File: config.mk
export PLATFORM = sky130hd
export DESIGN_NAME = word_uart_tx_flat
export DESIGN_NICKNAME = d
export VERILOG_FILES = /design/src/rtl/word_uart_tx_if.sv /design/src/rtl/word_uart_tx.sv /design/src/flat_wrapper.sv
export SDC_FILE = /design/constraint.sdc
export NUM_CORES = 1
export LEC_CHECK = 0
export CORE_ASPECT_RATIO = 1.25
export CORE_MARGIN = 4
export CORE_UTILIZATION = 56
export CTS_CLUSTER_DIAMETER = 100
export CTS_CLUSTER_SIZE = 30
export DETAILED_ROUTE_END_ITERATION = 10
export PLACE_DENSITY = 0.84
export REMOVE_ABC_BUFFERS = 1
export SYNTH_ARGS = -nofsm -noshare
export SYNTH_HDL_FRONTEND = slang
export SYNTH_SLANG_ARGS = --single-unit
File: constraint.sdc
create_clock -name clk -period 4.45 [get_ports clk]
set_input_delay 0.89 -clock clk [delete_from_list [all_inputs] [get_ports clk]]
set_output_delay 0.89 -clock clk [all_outputs]
set_load 0.05 [all_outputs]
File: src/rtl/word_uart_tx_if.sv
// rtl/word_uart_tx_if.sv - word handshake bundle for word_uart_tx
interface word_uart_tx_if;
   logic [31:0] i_word;
   logic        i_valid;
   logic        o_ready;

   modport master (output i_word, output i_valid, input o_ready);
   modport slave  (input i_word, input i_valid, output o_ready);
endinterface

File: src/rtl/word_uart_tx.sv
// rtl/word_uart_tx.sv - serialises 32-bit words as four 8N1 UART bytes, LSB byte first
module word_uart_tx #(
   parameter int CLKS_PER_BIT = 87,
   parameter int COUNT_WIDTH  = 16
) (
   input  logic                   clk,
   input  logic                   rst,
   word_uart_tx_if.slave          bus,
   output logic                   o_Tx_Serial,
   output logic                   o_busy,
   output logic                   o_word_done,
   output logic [COUNT_WIDTH-1:0] o_words_sent
);

   localparam int CW = (CLKS_PER_BIT > 1) ? $clog2(CLKS_PER_BIT) : 1;
   localparam logic [CW-1:0] LAST_CNT = CW'(CLKS_PER_BIT - 1);

   typedef enum logic [1:0] {IDLE, START, DATA, STOP} state_t;

   state_t                 state_q, state_d;
   logic [CW-1:0]          cnt_q, cnt_d;
   logic [2:0]             bit_q, bit_d;
   logic [1:0]             byte_q, byte_d;
   logic [31:0]            shift_q, shift_d;
   logic                   tx_q, tx_d;
   logic                   done_q, done_d;
   logic [COUNT_WIDTH-1:0] count_q, count_d;
   logic                   bit_end;

   assign bit_end = (cnt_q == LAST_CNT);

   always_ff @(posedge clk) begin
      if (rst) begin
         state_q <= IDLE;
         cnt_q   <= '0;
         bit_q   <= '0;
         byte_q  <= '0;
         shift_q <= '0;
         tx_q    <= 1'b1;
         done_q  <= 1'b0;
         count_q <= '0;
      end else begin
         state_q <= state_d;
         cnt_q   <= cnt_d;
         bit_q   <= bit_d;
         byte_q  <= byte_d;
         shift_q <= shift_d;
         tx_q    <= tx_d;
         done_q  <= done_d;
         count_q <= count_d;
      end
   end

   // tx_d always carries the level of the bit that starts next cycle, keeping the line registered
   always_comb begin
      state_d = state_q;
      cnt_d   = cnt_q;
      bit_d   = bit_q;
      byte_d  = byte_q;
      shift_d = shift_q;
      tx_d    = tx_q;
      done_d  = 1'b0;
      count_d = count_q;
      case (state_q)
         IDLE: begin
            tx_d   = 1'b1;
            cnt_d  = '0;
            bit_d  = '0;
            byte_d = '0;
            if (bus.i_valid) begin
               shift_d = bus.i_word;
               state_d = START;
               tx_d    = 1'b0;
            end
         end
         START: begin
            if (bit_end) begin
               cnt_d   = '0;
               state_d = DATA;
               tx_d    = shift_q[0];
            end else begin
               cnt_d = cnt_q + 1'b1;
            end
         end
         DATA: begin
            if (bit_end) begin
               cnt_d   = '0;
               shift_d = {1'b0, shift_q[31:1]};
               if (bit_q == 3'd7) begin
                  bit_d   = '0;
                  state_d = STOP;
                  tx_d    = 1'b1;
               end else begin
                  bit_d = bit_q + 1'b1;
                  tx_d  = shift_q[1];
               end
            end else begin
               cnt_d = cnt_q + 1'b1;
            end
         end
         STOP: begin
            if (bit_end) begin
               cnt_d = '0;
               if (byte_q != 2'd3) begin
                  byte_d  = byte_q + 1'b1;
                  state_d = START;
                  tx_d    = 1'b0;
               end else begin
                  byte_d  = '0;
                  state_d = IDLE;
                  tx_d    = 1'b1;
                  done_d  = 1'b1;
                  count_d = count_q + 1'b1;
               end
            end else begin
               cnt_d = cnt_q + 1'b1;
            end
         end
         default: state_d = IDLE;
      endcase
   end

   assign bus.o_ready  = (state_q == IDLE);
   assign o_busy       = (state_q != IDLE);
   assign o_Tx_Serial  = tx_q;
   assign o_word_done  = done_q;
   assign o_words_sent = count_q;

endmodule

File: src/flat_wrapper.sv
// flat-port wrapper written by rule: the top's interface ports become plain ports
module word_uart_tx_flat 
#(
   parameter int CLKS_PER_BIT = 87,
   parameter int COUNT_WIDTH  = 16
)
  (clk, rst, o_Tx_Serial, o_busy, o_word_done, o_words_sent, bus_i_word, bus_i_valid, bus_o_ready);
  word_uart_tx_if bus_i ();
  input  logic clk;
  input  logic rst;
  output logic o_Tx_Serial;
  output logic o_busy;
  output logic o_word_done;
  output logic [COUNT_WIDTH-1:0] o_words_sent;
  input wire logic [$bits(bus_i.i_word)-1:0] bus_i_word;
  input wire logic [$bits(bus_i.i_valid)-1:0] bus_i_valid;
  output wire logic [$bits(bus_i.o_ready)-1:0] bus_o_ready;
  assign bus_i.i_word = bus_i_word;
  assign bus_i.i_valid = bus_i_valid;
  assign bus_o_ready = bus_i.o_ready;
  word_uart_tx #(.CLKS_PER_BIT(CLKS_PER_BIT), .COUNT_WIDTH(COUNT_WIDTH)) u_core (.clk(clk), .rst(rst), .bus(bus_i), .o_Tx_Serial(o_Tx_Serial), .o_busy(o_busy), .o_word_done(o_word_done), .o_words_sent(o_words_sent));
endmodule
# == Word-level counts from Yosys, hierarchy flattened ==
# Cells that the tools add are included.
# op_classes
shift,0
bitwise,3
muxes,25
addsub,4
order_cmp,0
n_div,0
n_eq_ne,11
n_mul,0
reduce_logical,12
# op_table
cell,count
32-bit 2-to-1 mux,2
32-bit case mux with 2 select lines,1
"16-bit by 1-bit adder with 16-bit output, second input constant",1
2-bit 2-to-1 mux,7
7-bit case mux with 2 select lines,1
3-bit AND reduction,3
"2-bit by 1-bit != test with 1-bit output, second input constant",4
2-bit case mux with 4 select lines,1
"7-bit by 1-bit adder with 7-bit output, second input constant",1
"7-bit == test, second input constant",1
1-bit 2-to-1 mux,7
7-bit 2-to-1 mux,1
3-bit 2-to-1 mux,2
3-bit case mux with 2 select lines,1
2-bit nonzero test,3
3-bit OR reduction,2
5-bit AND reduction,1
"2-bit == test, second input constant",2
"2-bit != test, second input constant",2
1-bit case mux with 4 select lines,1
2-bit case mux with 2 select lines,1
2-bit AND reduction,2
"3-bit by 1-bit adder with 3-bit output, second input constant",1
"3-bit == test, second input constant",1
4 further kinds,6
# word_totals
elab_cells,63
ramBits,0
output_inout_bits,20
latch_bits,0
in_bits,35
n_memories,0
regBits,64
romBits,0

# == Logic depth before layout (Yosys ltp) ==
# Gate-level depths: netlist of run 1.
# depth
ltp_word,4
mapped_depth,8
mapped_depth_nobuf,6

# == Least setup slack after synthesis of run 1 ==
# OpenSTA, ideal clock, no wires.
# synth_timing
kind,flip-flop to flip-flop
startpoint,register u_core.state_q[0]
endpoint,register u_core.shift_q[0]
path_slack_ns,1.969
t_required_ns,4.312
arrival_ns,2.344
setup_ns,0.138
n_path_buf,2
synth_period_minus_slack_ns,2.481
path_stages_with_launch,9
cell_sequence,dfxtp_1 > inv_1 > ha_1 > clkbuf_1 > inv_1 > o22a_1 > nor2_1 > clkbuf_1 > a211oi_1
# synth_via
elab_chain_len,3
elab_cells_between_ends,7
cone_classes,eq/ne (3); mux (1); reduce/logical (3)
# synth_lines
item,line_no,text
"start, declared",word_uart_tx.sv:20,"state_t state_q, state_d;"
"start signal, assigned",word_uart_tx.sv:43,state_q <= state_d;
2-bit logical NOT (*),-,
net bus_o_ready,flat_wrapper.sv:17,output wire logic [$bits(bus_i.o_ready)-1:0] bus_o_ready;
2-bit != test (no source line) / 2-bit nonzero test (equally long branches),-,
3-bit AND reduction (no source line),-,
"end signal, assigned",word_uart_tx.sv:47,shift_q <= shift_d;
"end, declared",word_uart_tx.sv:24,"logic [31:0] shift_q, shift_d;"
# Mark *: on every way through the listed nets, which the timed path passes. The rest lies on a longest branch.
# A chain may end at the register's enable or synchronous reset.

# == Worst setup path after layout of run 1 ==
# layout_timing
startpoint,register u_core.state_q[0]
endpoint,output o_busy
# layout_via
elab_chain_len,1
# layout_lines
item,line_no,text
2-bit nonzero test,word_uart_tx.sv:124,assign o_busy = (state_q != IDLE);
"end, declared",flat_wrapper.sv:12,output logic o_busy;
# No other way between the ends.

==> out/results.txt, run 1 <==
CTS Buffer Depth -> 2
Post-CTS Hold Buffers -> 0
Hold Path Class -> reg -> reg
Mux share of post-synthesis cell area -> 10.9%
Final setup TNS -> 0 ns
Met1 WL -> 2950 um
FF-to-FF path depth -> 6
Final worst setup slack -> 1.39 ns
Max Cap Viol -> 0
Reg2reg end -> u_core.shift_q[21]
Clock Pin Slew Worst Setup and Hold Paths -> 0.06 ns
Status -> completed
CTS H-Tree Depth -> 3
Drt via density -> 6.03
Synth Cell Area -> 3050 sq um
Post-route ant nets -> 0
Data arrival time of the worst path -> 2.17 ns
Internal power -> 1.35 mW
Largest family of logic cells by synthesized area -> compound AO/OA/AOI/OAI gates
# port buffers -> 54
Routed len/inst -> 15.1 um
Clock power share -> 22.3%
Ant diodes -> 0
Filler cells -> 390
Post-CTS resize count -> 0
Number of synthesized flops with an enable pin -> 0
Cell count after synthesis -> 335
DRC errors left -> 0
Clock sink total -> 64
Compound-Gate Fraction of Synth Area -> 20.0%
Clock buffer count from CTS -> 9
CP Launch Type -> flop
Pre-antenna DRT Iters -> 4
Max-slew violations -> 0
Synthesized area per cell -> 9.11 sq um
CP max FO -> 9
Synth area leaders -> dfxtp_1, mux2i_1, a211oi_1
Peak VDD IR -> 349 uV
Final number of hold-violating endpoints -> 0
Ports -> 55
Sequential Power Share -> 35.4%
Shortest period the worst path allows -> 3.06 ns
Slew @ Worst Pin -> 1.22 ns
Final setup viols -> 0
Gate power share -> 42.3%
Post-Synth Adder-Cell Area -> 4.10%
Ys Warns -> 0
Launch point of the worst reg-to-reg path -> u_core.state_q[0]
Worst Setup EP -> o_busy
CTS root buffer -> clkbuf_8
Place WS -> 1.51 ns
Placed cells -> 430
Total Routing Usage GR -> 21.0%
Initial DRC Count -> 141
Initial Util -> 58.8%
Synth cell types -> 41
Max-slew headroom -> 18.6%
Top-count cell post-synth -> dfxtp_1
DR top layer -> met4
Largest net degree at the start of global routing -> 48
WL met2 -> 3320 um
Post-synth top area share -> 42.0%
Worst EP required -> 3.56 ns
Tcrit/Tclk final -> 68.7%
Primary FF master, synth -> dfxtp_1
Crit. Startpoint -> u_core.state_q[0]
Peak Freq -> 0.327 GHz
Post-synth top cells -> dfxtp_1, a21oi_1, mux2i_1
Sw frac -> 38.8%
Reg area -> 1280 sq um
Pwr/cell area -> 577 nW/um^2
Power, Total -> 2.20 mW
FF-to-FF setup slack -> 1.80 ns
Synth Area in XOR/XNOR -> 3.44%
# rows -> 29
Clk_skew -> 0.00664 ns
CTS tree -> done
Total number of vias -> 2688
Cell taking the most area after synthesis -> dfxtp_1
Clock latency on the worst-skew pair -> 0.33 ns
Die Y -> 90.6 um
CP Capture Type -> primary output
CP Class -> reg -> out
Synth Register Bits -> 64
Hpwl dp -> 4580 um
Full die area -> 6700 sq um
Post-Layout Cell Count -> 446
Layout cell share with drive strength beyond 1 -> 6.77%
Total gr overflow -> 0
RSZ-0062 raised after global routing -> false
Total Nets Final -> 424
Setup bufs post-CTS -> 0
Footprint of the multi-input gates -> 1660 sq um
Area delta synth->final -> 24.8%
Initial antenna violation count -> 0
Routability congestion estimate -> 0.781
Leakage -> 1.35 nW
Async set or reset register ratio after synthesis -> 0%
Simple-Gate Fraction of Synth Area -> 15.5%
Seq/Total Area, Yosys -> 42.0%
Vias in the first global route -> 2633
Core area -> 5190 sq um
Detailed-routed wire length on met3 -> 363 um
Net Switching -> 853 uW
Final WL -> 6750 um
Die width -> 74.0 um
First-pass GRT wire length -> 11300 um
per-layer routing:
metal	vias to the layer above	global-route usage, %
li1	1334	-
met1	1267	25.7
met2	77	34.3
met3	10	4.57
met4	0	9.21
met5	-	0
cells by family (layout without fill, tap and decap cells):
family | count (synthesis) | after routing
adder cells (fa/ha/maj) | 10 | 10
multiplexers | 33 | 33
AO/OA/AOI/OAI | 99 | 99
buffers and inverters | 33 | 82
flip-flops | 64 | 64
XOR/XNOR | 12 | 12
AND/OR/NAND/NOR | 84 | 84
critical path, stage by stage, from the launching register on:
cell	delay, ns
dfxtp_1	0.40
inv_1	0.09
ha_1	0.32
inv_1	0.20
clkdlybuf4s50_1	0.83
layout make-up:
class / count / share of cell area [%]
Clock buffer: 14 / 5.06
Clock inverter: 2 / 0.263
Inverter: 9 / 0.886
Multi-Input combinational cell: 238 / 43.5
Sequential cell: 64 / 33.6
Tap cell: 62 / 2.04
Timing Repair Buffer: 57 / 14.6
flip-flops by register name (all words and copies together) (netlist names):
signal	cells
u_core.shift_q	32
u_core.o_words_sent	16
u_core.cnt_q	7
u_core.bit_q	3
u_core.byte_q	2
u_core.state_q	2
u_core.o_Tx_Serial	1
u_core.o_word_done	1
layout by cell type, fill, tap and decap left out, types with 2 or more instances in the layout:
cell type        netlist  routed
nand3b_1               4       4
clkbuf_8               0      14
or3_1                  5       5
ha_1                  10       9
nand4_1                3       3
nor2_1                24      23
nand3_1                8       8
and4_1                 2       2
and3_1                 4       4
nand2b_1               2       2
inv_1                  9       9
or4_1                  3       3
clkdlybuf4s50_1        0      53
a21oi_1               44      44
dfxtp_1               64      64
xnor2_1               10      10
a32oi_1                2       2
mux2i_1               32      32
nor4_1                 5       5
a211oi_1              31      31
nor3_1                 5       5
nand4b_1               3       3
o21ai_0               11      11
xor2_1                 2       2
clkinv_2               0       2
buf_4                  0       3
nand2_1               11      11
a22oi_1                2       2
o211ai_1               2       2
worst min-delay path by stage:
stage / startpoint / end / slack [ns] / cells after the start
finish: u_core.cnt_q[0] / u_core.cnt_q[0] / 0.46 / 1
global route: u_core.o_Tx_Serial / u_core.o_Tx_Serial / 0.51 / 1
CTS: u_core.cnt_q[0] / u_core.cnt_q[0] / 0.46 / 1
detailed placement: u_core.cnt_q[0] / u_core.cnt_q[0] / 0.45 / 1
global placement: u_core.cnt_q[0] / u_core.cnt_q[0] / 0.44 / 1
floorplan: u_core.cnt_q[0] / u_core.cnt_q[0] / 0.43 / 1
per-stage QoR:
stage,util [%],area [sq um],hold WS [ns]
final,73.5,3810,0.460
after global routing,73.5,3810,0.511
after CTS,73.5,3810,0.463
after detailed placement,69.5,3610,0.449
after global placement,69.5,3610,0.437
after floorplan,-,2960,0.426
power by group through the flow:
stage	logic, mW	clock network, mW	registers (mW)
after global placement	0.900	0	0.783
final	0.930	0.491	0.778
after detailed placement	0.926	0	0.787
after floorplan	0.678	0	0.779
after CTS	0.930	0.502	0.777
after global routing	1.02	0.525	0.791
Power figures use the tool's default switching activity.
==> run 2, diff against run 1 <==
CORE_UTILIZATION = 52   (was 56)
PLACE_DENSITY = 0.79   (was 0.84)
clock period = 2.9 ns   (was 4.45 ns; I/O delays follow)
==> run 2 against run 1 <==
- global-route usage shrank 1.5 points
- utilization shrank 3.6 points
- register-to-register slack lost 1.1 ns
- total power grew 64%
- highest routed layer unchanged
- combinational power grew 56%
==> out/results.txt, run 2 (synthesis results as in run 1) <==
Final WL -> 6730 um
Max-slew violations -> 0
Ports -> 55
Core area -> 5560 sq um
CP max FO -> 9
Pre-antenna DRT Iters -> 4
Initial DRC Count -> 82
Worst EP required -> 2.32 ns
Commonest non-fill, non-tap cell in the layout -> dfxtp_1
Slowest library cell on the worst path -> clkdlybuf4s50_1
Shortest period the worst path allows -> 2.74 ns
Setup bufs post-CTS -> 0
Final setup viols -> 0
Max reg flops -> 32
Total Routing Usage GR -> 19.5%
DRC errors left -> 0
Die Y -> 93.7 um
Total number of vias -> 2676
Post-CTS resize count -> 0
Clk_skew -> 0.00523 ns
Die width -> 76.5 um
Clock latency on the worst-skew pair -> 0.34 ns
CP cell instances -> inv_1, ha_1, inv_1, clkdlybuf4s50_1
Routability congestion estimate -> 0.883
Max incr delay on CP -> 0.83 ns
Power, Total -> 3.60 mW
Max-slew headroom -> 57.4%
Post-CTS Hold Buffers -> 0
Tcrit/Tclk final -> 94.6%
Pwr/cell area -> 928 nW/um^2
Final number of hold-violating endpoints -> 0
Full die area -> 7170 sq um
First-pass GRT wire length -> 11500 um
Status -> completed
Ant diodes -> 0
Routed len/inst -> 14.9 um
Place WS -> 0.548 ns
CTS H-Tree Depth -> 3
Post-Layout Cell Count -> 450
CTS tree -> done
Hold Path Depth -> 1
FF-to-FF path depth -> 5
Peak Freq -> 0.365 GHz
Vias in the first global route -> 2611
Data arrival time of the worst path -> 2.16 ns
Total Nets Final -> 426
Most used cell, CP -> inv_1
Max Cap Viol -> 0
Total gr overflow -> 0
# port buffers -> 54
Placed cells -> 434
CP Class -> reg -> out
Clock Pin Slew Worst Setup and Hold Paths -> 0.07 ns
Largest register by flop count -> u_core.shift_q
Layout cell share with drive strength beyond 1 -> 7.25%
CTS Buffer Depth -> 2
CP Launch Type -> flop
RSZ-0062 raised after global routing -> false
CP Capture Type -> primary output
Post-route ant nets -> 0
# rows -> 30
Hold Path Class -> reg -> reg
Final worst setup slack -> 0.157 ns
Initial antenna violation count -> 0
CTS root buffer -> clkbuf_8
Peak VDD IR -> 608 uV
Leakage -> 1.38 nW
Hpwl dp -> 4540 um
Slew @ Worst Pin -> 0.639 ns
Most frequent cells in the layout -> dfxtp_1, clkdlybuf4s50_1, a21oi_1
Largest net degree at the start of global routing -> 36
Initial Util -> 55.0%
Clock sink total -> 64
Drt via density -> 5.95
Area delta synth->final -> 27.1%
Clock buffer count from CTS -> 9
## run 2: layout make-up
cell class                 count  area, sq um
clock buffer                  11          151
clock inverter                 5          103
fill                         456         1680
inverter                       9         33.8
multi-input combinational    238         1660
sequential                    64         1280
tap                           64         80.1
timing repair buffer          59          573
## run 2: report_power, final
part           leakage (nW)  internal (mW)  switching [mW]
Clock                 0.126          0.616           0.347
Sequential            0.524           1.08           0.111
Combinational         0.729          0.582           0.866
## run 2: worst max-delay path: cells and delay by family (launching register included)
| family | cells | cell delay (ns) |
|---|---|---|
| flip-flops | 1 | 0.40 |
| buffers and inverters | 3 | 1.11 |
| adder cells (fa/ha/maj) | 1 | 0.32 |
## run 2: layer usage
metal / track usage (%) / wire (um) / vias up
met1: 22.1 / 3030 / 1264
li1: - / - / 1337
met5: 0 / 0 / -
met3: 5.57 / 273 / 11
met4: 9.06 / 123 / 0
met2: 33.8 / 3300 / 64
## run 2: per-stage QoR
stage	utilization (%)	instance area [sq um]	hold WS (ns)	setup TNS, ns
after floorplan	-	2960	0.426	-20.45
after global placement	65.3	3630	0.440	0
after detailed placement	65.3	3630	0.453	0
after CTS	69.8	3880	0.469	0
after global routing	69.8	3880	0.512	0
final	69.8	3880	0.459	0
## run 2: final timing paths
kind                                   startpoint                       to  slack, ns
worst max-delay path            u_core.state_q[0]                   o_busy       0.16
worst min-delay path              u_core.cnt_q[0]          u_core.cnt_q[0]       0.46
worst max register to register  u_core.state_q[1]  u_core.o_words_sent[10]       0.68
worst min register to register    u_core.cnt_q[0]          u_core.cnt_q[0]       0.46
==> run 3, diff against run 2 <==
CORE_MARGIN = unset   (was 4)
GPL_TIMING_DRIVEN = 0   (was unset)
==> run 3 against run 2 <==
- the flow now finishes with violations (design-rule violations)
- combinational power is 7% higher
- clock power is 29% lower
- sequential share of layout area is 0.31 points higher
- routed wire length is 1.2% lower
- worst hold slack better by 0.0036 ns
- sequential cell count stayed put
- register-to-register slack worse by 0.15 ns
- count of clock-buffer cells in the layout is 3 higher
- first-iteration DRC count is 85% higher
- die area is 14% lower
==> out/results.txt, run 3 (synthesis results as in run 1) <==
Failing checks -> design-rule violations
Most frequent cells in the layout -> dfxtp_1, clkdlybuf4s50_1, a21oi_1
Reg2reg end -> u_core.shift_q[24]
Post-route ant nets -> 0
Initial DRC Count -> 152
Design area -> 3840 sq um
Pwr/cell area -> 891 nW/um^2
Max-slew violations -> 0
Hpwl dp -> 4570 um
Routed len/inst -> 14.9 um
Drt via density -> 5.98
CTS Buffer Depth -> 2
DP Area -> 3670 sq um
CTS root buffer -> clkbuf_8
Worst Setup EP -> o_busy
Initial Util -> 55.0%
CTS H-Tree Depth -> 3
Full die area -> 6180 sq um
Die Y -> 87.7 um
Total Routing Usage GR -> 23.1%
Ant diodes -> 0
Hold Path Class -> reg -> reg
Ports -> 55
Max-slew headroom -> 20.4%
Final setup viols -> 0
Post-CTS resize count -> 0
Vias in the first global route -> 2456
Total gr overflow -> 0
Peak VDD IR -> 570 uV
Largest register by flop count -> u_core.shift_q
Slew @ Worst Pin -> 1.19 ns
Power, Total -> 3.42 mW
Total Nets Final -> 425
Total number of vias -> 2675
Initial antenna violation count -> 0
CTS tree -> done
Area delta synth->final -> 25.9%
Clock sink total -> 64
# rows -> 30
Die width -> 70.5 um
Clock Pin Slew Worst Setup and Hold Paths -> 0.07 ns
# port buffers -> 54
Status -> finished, violations left
Core area -> 5560 sq um
Peak Freq -> 0.360 GHz
CP Launch Type -> flop
Worst EP required -> 2.32 ns
Max Cap Viol -> 0
Max reg flops -> 32
Shortest period the worst path allows -> 2.78 ns
Routability congestion estimate -> 0.767
Largest net degree at the start of global routing -> 35
Final WL -> 6650 um
Commonest non-fill, non-tap cell in the layout -> dfxtp_1
Clk_skew -> 0.00699 ns
Final number of hold-violating endpoints -> 0
RSZ-0062 raised after global routing -> false
Post-CTS Hold Buffers -> 0
Leakage -> 1.36 nW
Pre-antenna DRT Iters -> 7
FF-to-FF setup slack -> 0.53 ns
Crit. Startpoint -> u_core.state_q[0]
Setup bufs post-CTS -> 0
Layout cell share with drive strength beyond 1 -> 6.01%
Clock buffer count from CTS -> 9
First-pass GRT wire length -> 11200 um
Data arrival time of the worst path -> 2.20 ns
FF-to-FF path depth -> 7
Filler cells -> 464
CP Class -> reg -> out
Final setup TNS -> 0 ns
Tcrit/Tclk final -> 95.8%
DRC errors left -> 11
Launch point of the worst reg-to-reg path -> u_core.state_q[0]
CP max FO -> 9
Clock latency on the worst-skew pair -> 0.34 ns
CP Capture Type -> primary output
[run 3: changes by cell type in the layout (fill, tap and decap cells not counted), sizes merged]
cell      previous run  this run
clkbuf              11        14
clkinvlp             1         0
buf                  6         5
clkinv               1         0
bufinv               3         0
[run 3: worst min path at each step]
| stage | start | to | slack (ns) | cells past startpoint |
|---|---|---|---|---|
| 2_1_floorplan | u_core.cnt_q[0] | u_core.cnt_q[0] | 0.43 | 1 |
| 3_3_place_gp | u_core.cnt_q[0] | u_core.cnt_q[0] | 0.44 | 1 |
| 3_5_place_dp | u_core.o_Tx_Serial | u_core.o_Tx_Serial | 0.45 | 1 |
| 4_1_cts | u_core.o_Tx_Serial | u_core.o_Tx_Serial | 0.47 | 1 |
| 5_1_grt | u_core.o_Tx_Serial | u_core.o_Tx_Serial | 0.49 | 1 |
| 6_report | u_core.o_Tx_Serial | u_core.o_Tx_Serial | 0.46 | 1 |
[run 3: area by class of cell]
type | instances | area (sq um) | share of cell area (%)
inverter | 9 | 33.8 | 0.879
timing repair buffer | 58 | 618 | 16.1
sequential | 64 | 1280 | 33.3
clock buffer | 14 | 173 | 4.49
tap | 64 | 80.1 | 2.08
multi-input combinational | 238 | 1660 | 43.1
[run 3: per-stage QoR]
step / hold slack (ns) / worst slack (ns) / std cells / util [%]
6_report: 0.463 / 0.123 / 447 / 69.2
3_3_place_gp: 0.438 / -1.90 / 429 / 64.5
2_1_floorplan: 0.426 / -0.660 / 311 / -
5_1_grt: 0.491 / 0.0277 / 447 / 69.2
4_1_cts: 0.466 / 0.123 / 447 / 69.2
3_5_place_dp: 0.450 / 0.258 / 433 / 66.1
[run 3: where the power goes]
part / internal (mW) / leakage, nW / total [mW] / switching (mW)
clock: 0.372 / 0.0886 / 0.686 / 0.314
combinational: 0.662 / 0.742 / 1.55 / 0.887
sequential: 1.08 / 0.524 / 1.19 / 0.110
total: 2.11 / 1.36 / 3.42 / 1.31
[run 3: per-layer routing]
metal / vias to the layer above / wire [um] / part of all wire, % / GRT usage [%]
li1: 1325 / - / - / -
met1: 1267 / 2930 / 44 / 27.1
met2: 72 / 3280 / 49 / 40.5
met3: 11 / 308 / 4.6 / 5.18
met4: 0 / 126 / 1.9 / 10.7
met5: - / 0 / 0 / 0
[run 3: worst max-delay path, stage by stage, from the launching register on]
cell             delay, ns
dfxtp_1               0.39
inv_1                 0.08
ha_1                  0.32
inv_1                 0.21
clkdlybuf4s50_1       0.84
